--- config.mk ---
export PLATFORM = sky130hd
export DESIGN_NAME = dpram_asym
export DESIGN_NICKNAME = d
export VERILOG_FILES = /design/src/rtl/dpram_asym_pkg.sv /design/src/rtl/dpram_asym_clr.sv /design/src/rtl/dpram_asym.sv
export SDC_FILE = /design/constraint.sdc
export NUM_CORES = 1
export LEC_CHECK = 0
export CORE_ASPECT_RATIO = 1.5
export CORE_UTILIZATION = 56
export DETAILED_ROUTE_END_ITERATION = 10
export PLACE_DENSITY_LB_ADDON = 0.25
export SYNTH_ARGS = -nofsm -noshare
export SYNTH_HDL_FRONTEND = slang
export SYNTH_SLANG_ARGS = --single-unit
--- constraint.sdc ---
create_clock -name clk -period 2.85 [get_ports clk]
set_input_delay 0.57 -clock clk [delete_from_list [all_inputs] [get_ports clk]]
set_output_delay 0.57 -clock clk [all_outputs]
set_load 0.05 [all_outputs]
--- src/rtl/dpram_asym_pkg.sv ---
`default_nettype none
// ============================================================================
//  Module      : dpram_asym_pkg
//  Description : Shared definitions for the asymmetric dual-port RAM:
//                clear-FSM state encoding and a constant-foldable clog2.
//  Revision    : 1.0 - initial release
// ============================================================================
package dpram_asym_pkg;

    // Clear sequencer states.
    typedef enum logic {
        IDLE  = 1'b0,
        CLEAR = 1'b1
    } clr_state_t;

    // Ceiling log2, usable in parameter/localparam expressions.
    // clog2(1) = 0, clog2(2) = 1, clog2(64) = 6.
    function automatic int clog2(input int value);
        int result;
        result = 0;
        for (int i = 0; i < 31; i++) begin
            if ((1 << i) < value) begin
                result = i + 1;
            end
        end
        return result;
    endfunction

endpackage
`default_nettype wire

--- src/rtl/dpram_asym_clr.sv ---
`default_nettype none
// ============================================================================
//  Module      : dpram_asym_clr
//  Description : Clear sequencer. Sweeps every write address once, writing
//                zero, after reset and on a clr request while idle.
//  Ports       : clk   - system clock, rising edge
//                rst_n - asynchronous active-low reset (forces CLEAR, cnt=0)
//                clr   - start-clear request, level-sampled in IDLE
//                busy  - high exactly while a clear sweep is in progress
//                cnt   - address being cleared this cycle
//  Revision    : 1.0 - initial release
// ============================================================================
module dpram_asym_clr
    import dpram_asym_pkg::*;
#(
    parameter int   WDEPTH = 64,
    localparam int  AW     = clog2(WDEPTH)
) (
    input  logic          clk,
    input  logic          rst_n,
    input  logic          clr,
    output logic          busy,
    output logic [AW-1:0] cnt
);

    localparam logic [AW-1:0] c_last_addr = AW'(WDEPTH - 1);

    clr_state_t    r_state;
    clr_state_t    w_state_nxt;
    logic [AW-1:0] r_cnt;
    logic [AW-1:0] w_cnt_nxt;

    always_ff @(posedge clk or negedge rst_n) begin
        if (!rst_n) begin
            r_state <= CLEAR;
            r_cnt   <= '0;
        end else begin
            r_state <= w_state_nxt;
            r_cnt   <= w_cnt_nxt;
        end
    end

    // The counter wraps naturally to 0 on the final sweep edge, so the next
    // clear always starts at address 0 without an explicit reload.
    always_comb begin
        w_state_nxt = r_state;
        w_cnt_nxt   = r_cnt;
        case (r_state)
            IDLE: begin
                if (clr) begin
                    w_state_nxt = CLEAR;
                end
            end
            CLEAR: begin
                w_cnt_nxt = r_cnt + 1'b1;
                if (r_cnt == c_last_addr) begin
                    w_state_nxt = IDLE;
                end
            end
        endcase
    end

    assign busy = (r_state == CLEAR);
    assign cnt  = r_cnt;

endmodule
`default_nettype wire

--- src/rtl/dpram_asym.sv ---
`default_nettype none
// ============================================================================
//  Module      : dpram_asym
//  Description : Asymmetric dual-port RAM. Narrow (WW) write port, wide
//                (WW*RATIO) registered read port, self-clearing after reset
//                or on request.
//  Ports       : clk, rst_n      - clock / asynchronous active-low reset
//                we, wa, wd      - write strobe, address, data (narrow)
//                re, ra          - read enable, read word address (wide)
//                rd, rvalid      - registered read data, one-cycle valid
//                clr, busy       - clear request, clear in progress
//  Revision    : 1.0 - initial release
// ============================================================================
module dpram_asym
    import dpram_asym_pkg::*;
#(
    parameter int   WW      = 8,
    parameter int   RATIO   = 2,
    parameter int   WDEPTH  = 64,
    parameter int   BIG_END = 0,
    parameter int   BYPASS  = 0,
    localparam int  AW      = clog2(WDEPTH),
    localparam int  LW      = clog2(RATIO),
    localparam int  RW      = WW * RATIO,
    localparam int  RAW     = AW - LW
) (
    input  logic           clk,
    input  logic           rst_n,
    input  logic           we,
    input  logic [AW-1:0]  wa,
    input  logic [WW-1:0]  wd,
    input  logic           re,
    input  logic [RAW-1:0] ra,
    output logic [RW-1:0]  rd,
    output logic           rvalid,
    input  logic           clr,
    output logic           busy
);

    localparam int c_lane_depth = WDEPTH / RATIO;

    logic           w_busy;
    logic [AW-1:0]  w_cnt;
    logic           w_wen;
    logic [AW-1:0]  w_waddr;
    logic [WW-1:0]  w_wdata;
    logic [RAW-1:0] w_wrow;
    logic [AW-1:0]  w_wlane;
    logic           w_rd_acc;
    logic           r_rvalid;

    dpram_asym_clr #(
        .WDEPTH (WDEPTH)
    ) u_clr (
        .clk    (clk),
        .rst_n  (rst_n),
        .clr    (clr),
        .busy   (w_busy),
        .cnt    (w_cnt)
    );

    // One physical write port per lane, shared by the clear sweep and the
    // user. During a sweep the user strobe is ignored entirely.
    assign w_wen    = w_busy | we;
    assign w_waddr  = w_busy ? w_cnt : wa;
    assign w_wdata  = w_busy ? '0 : wd;

    // Low address bits select the lane array, high bits the row within it.
    assign w_wrow   = RAW'(w_waddr >> LW);
    assign w_wlane  = w_waddr & AW'(RATIO - 1);

    assign w_rd_acc = re & ~w_busy;

    for (genvar k = 0; k < RATIO; k++) begin : g_lane
        // Output lane driven by write location ra*RATIO+k.
        localparam int c_pos = (BIG_END != 0) ? (RATIO - 1 - k) : k;

        logic [WW-1:0] r_mem [c_lane_depth];
        logic [WW-1:0] r_q;
        logic          w_hit;

        assign w_hit = w_wen && (w_wlane == AW'(k));

        // Storage has no reset so it maps onto block RAM.
        always_ff @(posedge clk) begin
            if (w_hit) begin
                r_mem[w_wrow] <= w_wdata;
            end
        end

        // Read-before-write: a same-edge write to this lane returns the old
        // word unless forwarding is enabled. A read is only accepted while
        // idle, so w_hit here always means a user write.
        always_ff @(posedge clk or negedge rst_n) begin
            if (!rst_n) begin
                r_q <= '0;
            end else if (w_rd_acc) begin
                if ((BYPASS != 0) && w_hit && (w_wrow == ra)) begin
                    r_q <= wd;
                end else begin
                    r_q <= r_mem[ra];
                end
            end
        end

        assign rd[c_pos*WW +: WW] = r_q;
    end

    always_ff @(posedge clk or negedge rst_n) begin
        if (!rst_n) begin
            r_rvalid <= 1'b0;
        end else begin
            r_rvalid <= w_rd_acc;
        end
    end

    assign rvalid = r_rvalid;
    assign busy   = w_busy;

endmodule
`default_nettype wire

# [Yosys cells after proc, flatten, opt, wreduce, memory -nomap -nowiden]
# Memories as Yosys holds them, arrays and structs flattened. A register that Yosys moved wholly into a read port is not among the register bits.
# Cells that the tools add are included.
# Widths: inputs -> output; s select.
[classes] muxes=9 n_reduce_logical=5 n_eq_ne=1 bitwise_logic=3 n_addsub=1
[ops] op="$mux 8" n=1
[ops] op="$add 6x1->6 const B" n=1
[ops] op="$eq 6x6->1 const B" n=1
[ops] op="$logic_not 6->1" n=1
[ops] op="$mux 1" n=6
[ops] op="$mux 6" n=1
[ops] op="$logic_and 1x1->1" n=2
[ops] op="$logic_not 1->1" n=2
[ops] op="$pmux 1 s2" n=1
[ops] op="$and 1x1->1" n=1
[ops] op="$not 1->1" n=1
[ops] op="$or 1x1->1" n=1
[totals] inputBits=24 ff_bits=8 memories=2 output_inout_bits=18 word_cells=24 ram_bits=512
[mem_list] memory="g_lane[0].r_mem" depth=32 width=8 read_ports=1 rd_ports_with_merged_regs=1 wr=1 line="dpram_asym.sv:78" text="logic [WW-1:0] r_mem [c_lane_depth];"
[mem_list] memory="g_lane[1].r_mem" depth=32 width=8 read_ports=1 rd_ports_with_merged_regs=1 wr=1 line="dpram_asym.sv:78"

# [Longest topological paths before layout]
[depth] ltp_word=5 depth_mapped=8 mapped_depth_nobuf=5

# [Modules after synthesis]
# A second synthesis with hierarchy kept.
[unflattened] cells_unflattened=1205 area_unflattened_um2=21421.8
[modules_own_cells] module="dpram_asym" cells_per_inst=1183 instances=1 seq_area_each_um2=15800.2 area_each_um2=21134.0
[modules_own_cells] module="dpram_asym_clr" cells_per_inst=22 instances=1 seq_area_each_um2=176.4 area_each_um2=287.8

# [Least setup slack after synthesis]
# OpenSTA, ideal clock, no wires.
[synth_path] path_type="reg-to-reg" startpoint="register u_clr.r_state, in the netlist u_clr.busy" endpoint="memory g_lane[0].r_mem[0][1], data pin" path_buffers=3 t_required_ps=2336 setup_ps=514 arrival_time_ps=2728 synth_period_minus_slack_ps=3243 path_slack_ps=-393 stages_incl_launch_ff=5 path_cell_list="dfstp_2 > clkbuf_1 > buf_1 > clkbuf_1 > nor2b_1"
[synth_via] elab_chain_cells=1
[synth_rtl] item="from (decl)" line="dpram_asym_clr.sv:28" text="clr_state_t r_state;"
[synth_rtl] item="from (signal assigned)" line="dpram_asym_clr.sv:38" text="r_state <= w_state_nxt;"
[synth_rtl] item="$mux 8" line="dpram_asym.sv:66" text="assign w_wdata = w_busy ? '0 : wd;"
[synth_rtl] item="net w_wdata[1]" line="dpram_asym.sv:46" text="logic [WW-1:0] w_wdata;"
[synth_rtl] item="to (decl)" line="dpram_asym.sv:78"
# The timed path passes the listed nets, and every way through them passes these cells.

# [Final worst setup path]
[layout_path] startpoint="register u_clr.r_state, in the netlist u_clr.busy" endpoint="output busy"
[layout_rtl] item="to (decl)" line="dpram_asym.sv:37" text="output logic busy"
# No word-level cell between the ends.

==> out/metrics.csv <==
stage;metric;value;unit
run_status;status;completed;
critical_path;reg2regPathDepth;5;
logic_synthesis;yosys-top-cells-count;edfxtp_1, mux2i_1, nor2_1;
cells_and_area;register_area;0.01598;mm²
route;final_antenna_net_count;0;
critical_path;required;2.28;ns
critical_path;critPathSlowestCell;dfstp_2;
critical_path;cp-end-kind;primary output;
logic_synthesis;syn_avg_cell_area;17.70;µm²
logic_synthesis;syn-num-nets;1236;
critical_path;cp.arrival;2.06;ns
logic_synthesis;ys.flop_type;edfxtp_1;
route;dr_wl_met2;26.94;mm
floorplanning;start_util;56.93;%
logic_synthesis;synth_warnings;0;
sta;setup_tns;0;ns
cells_and_area;multi_input_area;0.005035;mm²
global_route;grt_use_total;26.34;%
sta;hold_viol;0;
route;avgViaCountPerCell;6.166;
route;routed_wl;50.35;mm
power;p_leak;0.009068;µW
job;drv_cap;0;
cells_and_area;drive_above_1_share;18.51;%
sta;grt_setup_unrepaired;no;
placement;gp_congestion;0.8602;
route;drt_first_iter_violations;1122;
hold_path;hold_class;primary input to asynchronous set/reset pin;
clock_network;clock-root-buffer;clkbuf_16;
sta;post-route-period-util;92.23;%
logic_synthesis;yosys.area.top_type;edfxtp_1;
global_route;grt_remaining_overflow;0;
clock_network;cts_sinks;536;
critical_path;crit_chain;buf_4 > dlygate4sd2_1;
sta;final.min_clock_period;2.629;ns
route;drc;0;
route;m1WireLength;18.38;mm
sta;max-slew-margin-rel;46.08;%
clock_network;cts_tree;done;
cells_and_area;fin_nets;1393;
floorplanning;dieWidth;161.8;µm
global_route;grt_max_degree;65;
logic_synthesis;synth_edf_count;512;
clock_network;cts_buffer_depth;3;
critical_path;cp_max_fo;13;
sta;final-max-slew-violation-count;0;
placement;hpwlAfterDp;32.49;mm
route;maxUsedRoutingLayer;met4;
placement;io_buffers;41;
sta;max_freq;0.3804;GHz
floorplanning;die_area;0.03909;mm²
route;firstDrtPassIters;6;
clock_network;htree_levels;2;
sta;worst_slew_pin_slew;0.8069;ns
power;p_sw;5264;µW
power;vdd_drop_max;780.7;µV
critical_path;cp-start-kind;flop;
global_route;grt_pass1_wl;74.91;mm
floorplanning;rows;87;
logic_synthesis;syn_area;0.02144;mm²
logic_synthesis;syn_inst;1211;
route;wl_met3;2.561;mm
logic_synthesis;synthArstFlopShare;4.478;%
sta;setup_viol;0;
power;powerDensity;783.4;mW/mm²
logic_synthesis;synthTopCellsByArea;edfxtp_1, mux2i_1, dfrtp_1, a22oi_1, a22o_1;
critical_path;worst-setup-path-type;flop to primary output;
power;p_clk_share;32.5;%
cells_and_area;area_growth;15.90;%
power;p_comb_share;17.0;%
global_route;grt_pass1_vias;11920;
logic_synthesis;yosysSeqAreaShare;74.52;%
logic_synthesis;synth.distinct_cells;37;
floorplanning;fp.dieH;241.6;µm
logic_synthesis;synth_top_area_share;71.71;%
power;power;19470;µW
clock_network;clk_pin_slew;0.07;ns
cells_and_area;finalInstanceArea;0.02485;mm²
sta;hold_slack;0.3964;ns
critical_path;max_stage_delay;0.69;ns
logic_synthesis;synth_most_common_cell;edfxtp_1;
route;routedWlPerCell;26.59;µm
clock_network;clkLatencyLatePin;0.56;ns
clock_network;cts-buffers-inserted;45;
route;vias;11680;
power;p_int;14200;µW
cells_and_area;num_antenna_cells;0;
power;sw_frac_of_total;27.04;%
floorplanning;io_pins;42;
cells_and_area;n_fill_cell;2599;
placement;post_dp_cell_area;0.02332;mm²
logic_synthesis;ys_ff_latch;536;
global_route;antenna_found_initial;0;
floorplanning;coreArea;0.03766;mm²
sta;clock_skew;0.01937;ns
power;sequentialPowerShare;50.4;%
==> final cells by class <==
class	instances	area share [%]
Sequential cell	536	64.29
Multi-Input combinational cell	599	20.26
Timing Repair Buffer	180	6.722
Clock buffer	60	5.050
Tap cell	489	2.462
Clock inverter	24	1.123
Inverter	6	0.09063
==> cell families (layout without fill, tap and decap cells) <==
kind of cell	count (synthesis)	count (layout)	synth area share, %
AOI/OAI and AO/OA	204	204	8.257
xor gates and xnor gates	5	5	0.2043
adders and majority gates	1	1	0.05835
buffers and inverters	76	270	2.404
DFF	536	536	74.52
muxes	258	258	12.05
and+or+nand+nor	131	131	2.509
==> what timing repair did <==
action	4_1_cts	5_1_grt
endpoints found under the setup margin	1	0
setup buffers	0	0
resized for setup	1	0
hold buffers	0	0
==> worst paths after layout <==
check,slack [ns],end,from
setup / recovery,0.22,busy,u_clr.busy$_DFF_PN1_
hold / removal,0.40,g_lane[1].r_q[3]$_DFFE_PN0P_,rst_n
setup reg to reg,0.51,g_lane[0].r_mem[6][0]$_DFFE_PP_,u_clr.busy$_DFF_PN1_
hold reg to reg,0.49,g_lane[0].r_q[7]$_DFFE_PN0P_,g_lane[0].r_q[7]$_DFFE_PN0P_
max in group asynchronous,2.10,u_clr.busy$_DFF_PN1_,rst_n
min in group clk,0.49,g_lane[0].r_q[7]$_DFFE_PN0P_,g_lane[0].r_q[7]$_DFFE_PN0P_
==> flip-flops by register name, summed over array words and instances (netlist names) <==
name,flops
u_clr.cnt,6
g_lane.r_q,16
u_clr.busy,1
g_lane.r_mem,512
rvalid,1
==> power by group through the flow <==
stage	logic [µW]	clock network [µW]	registers (µW)
floorplan	1520	0	10200
global placement	3230	0	9940
detailed placement	3300	0	9970
CTS	3310	6410	9810
global route	3480	6670	9860
finish	3320	6330	9810
==> per-stage QoR <==
stage / std cells / setup slack (ns) / util (%)
after CTS: 1894 / 0.1932 / 65.98
after global placement: 1810 / 0.08267 / 61.91
final: 1894 / 0.2213 / 65.98
after floorplan: 1211 / -0.3929 / -
after global routing: 1894 / 0.1474 / 65.98
after detailed placement: 1810 / -0.02188 / 61.91
==> cells in the final DEF, fill, tap and decap left out, types with 2 or more instances in the layout <==
master	count
o41ai_2	16
a22oi_1	64
bufinv_16	6
edfxtp_1	512
xor2_1	2
xnor2_1	3
nand2b_1	2
inv_1	6
clkdlybuf4s50_1	39
a221oi_2	19
o21ai_0	4
clkbuf_1	10
buf_4	122
clkbuf_8	3
buf_12	17
nor2b_4	10
o32ai_1	2
o22ai_1	17
clkbuf_16	47
dfrtp_1	23
nand4_1	2
nand3_1	4
clkinvlp_4	3
a21oi_1	32
mux2i_1	257
a32o_1	2
nand2_1	40
nor2_1	68
clkinv_1	5
clkinv_2	8
a221oi_1	13
a22o_1	34
==> metal layers <==
metal	global-route usage, %	vias to the layer above
met3	3.070	117
met5	0	-
li1	-	5162
met4	12.87	0
met2	47.12	448
met1	31.22	5951
==> worst max-delay path: cells and delay by family, from the launching register on <==
family / cells / cell delay, ns
buffers and inverters: 2 / 0.82
flip-flops: 1 / 0.69
No activity file was read; power rests on OpenSTA's default activity.
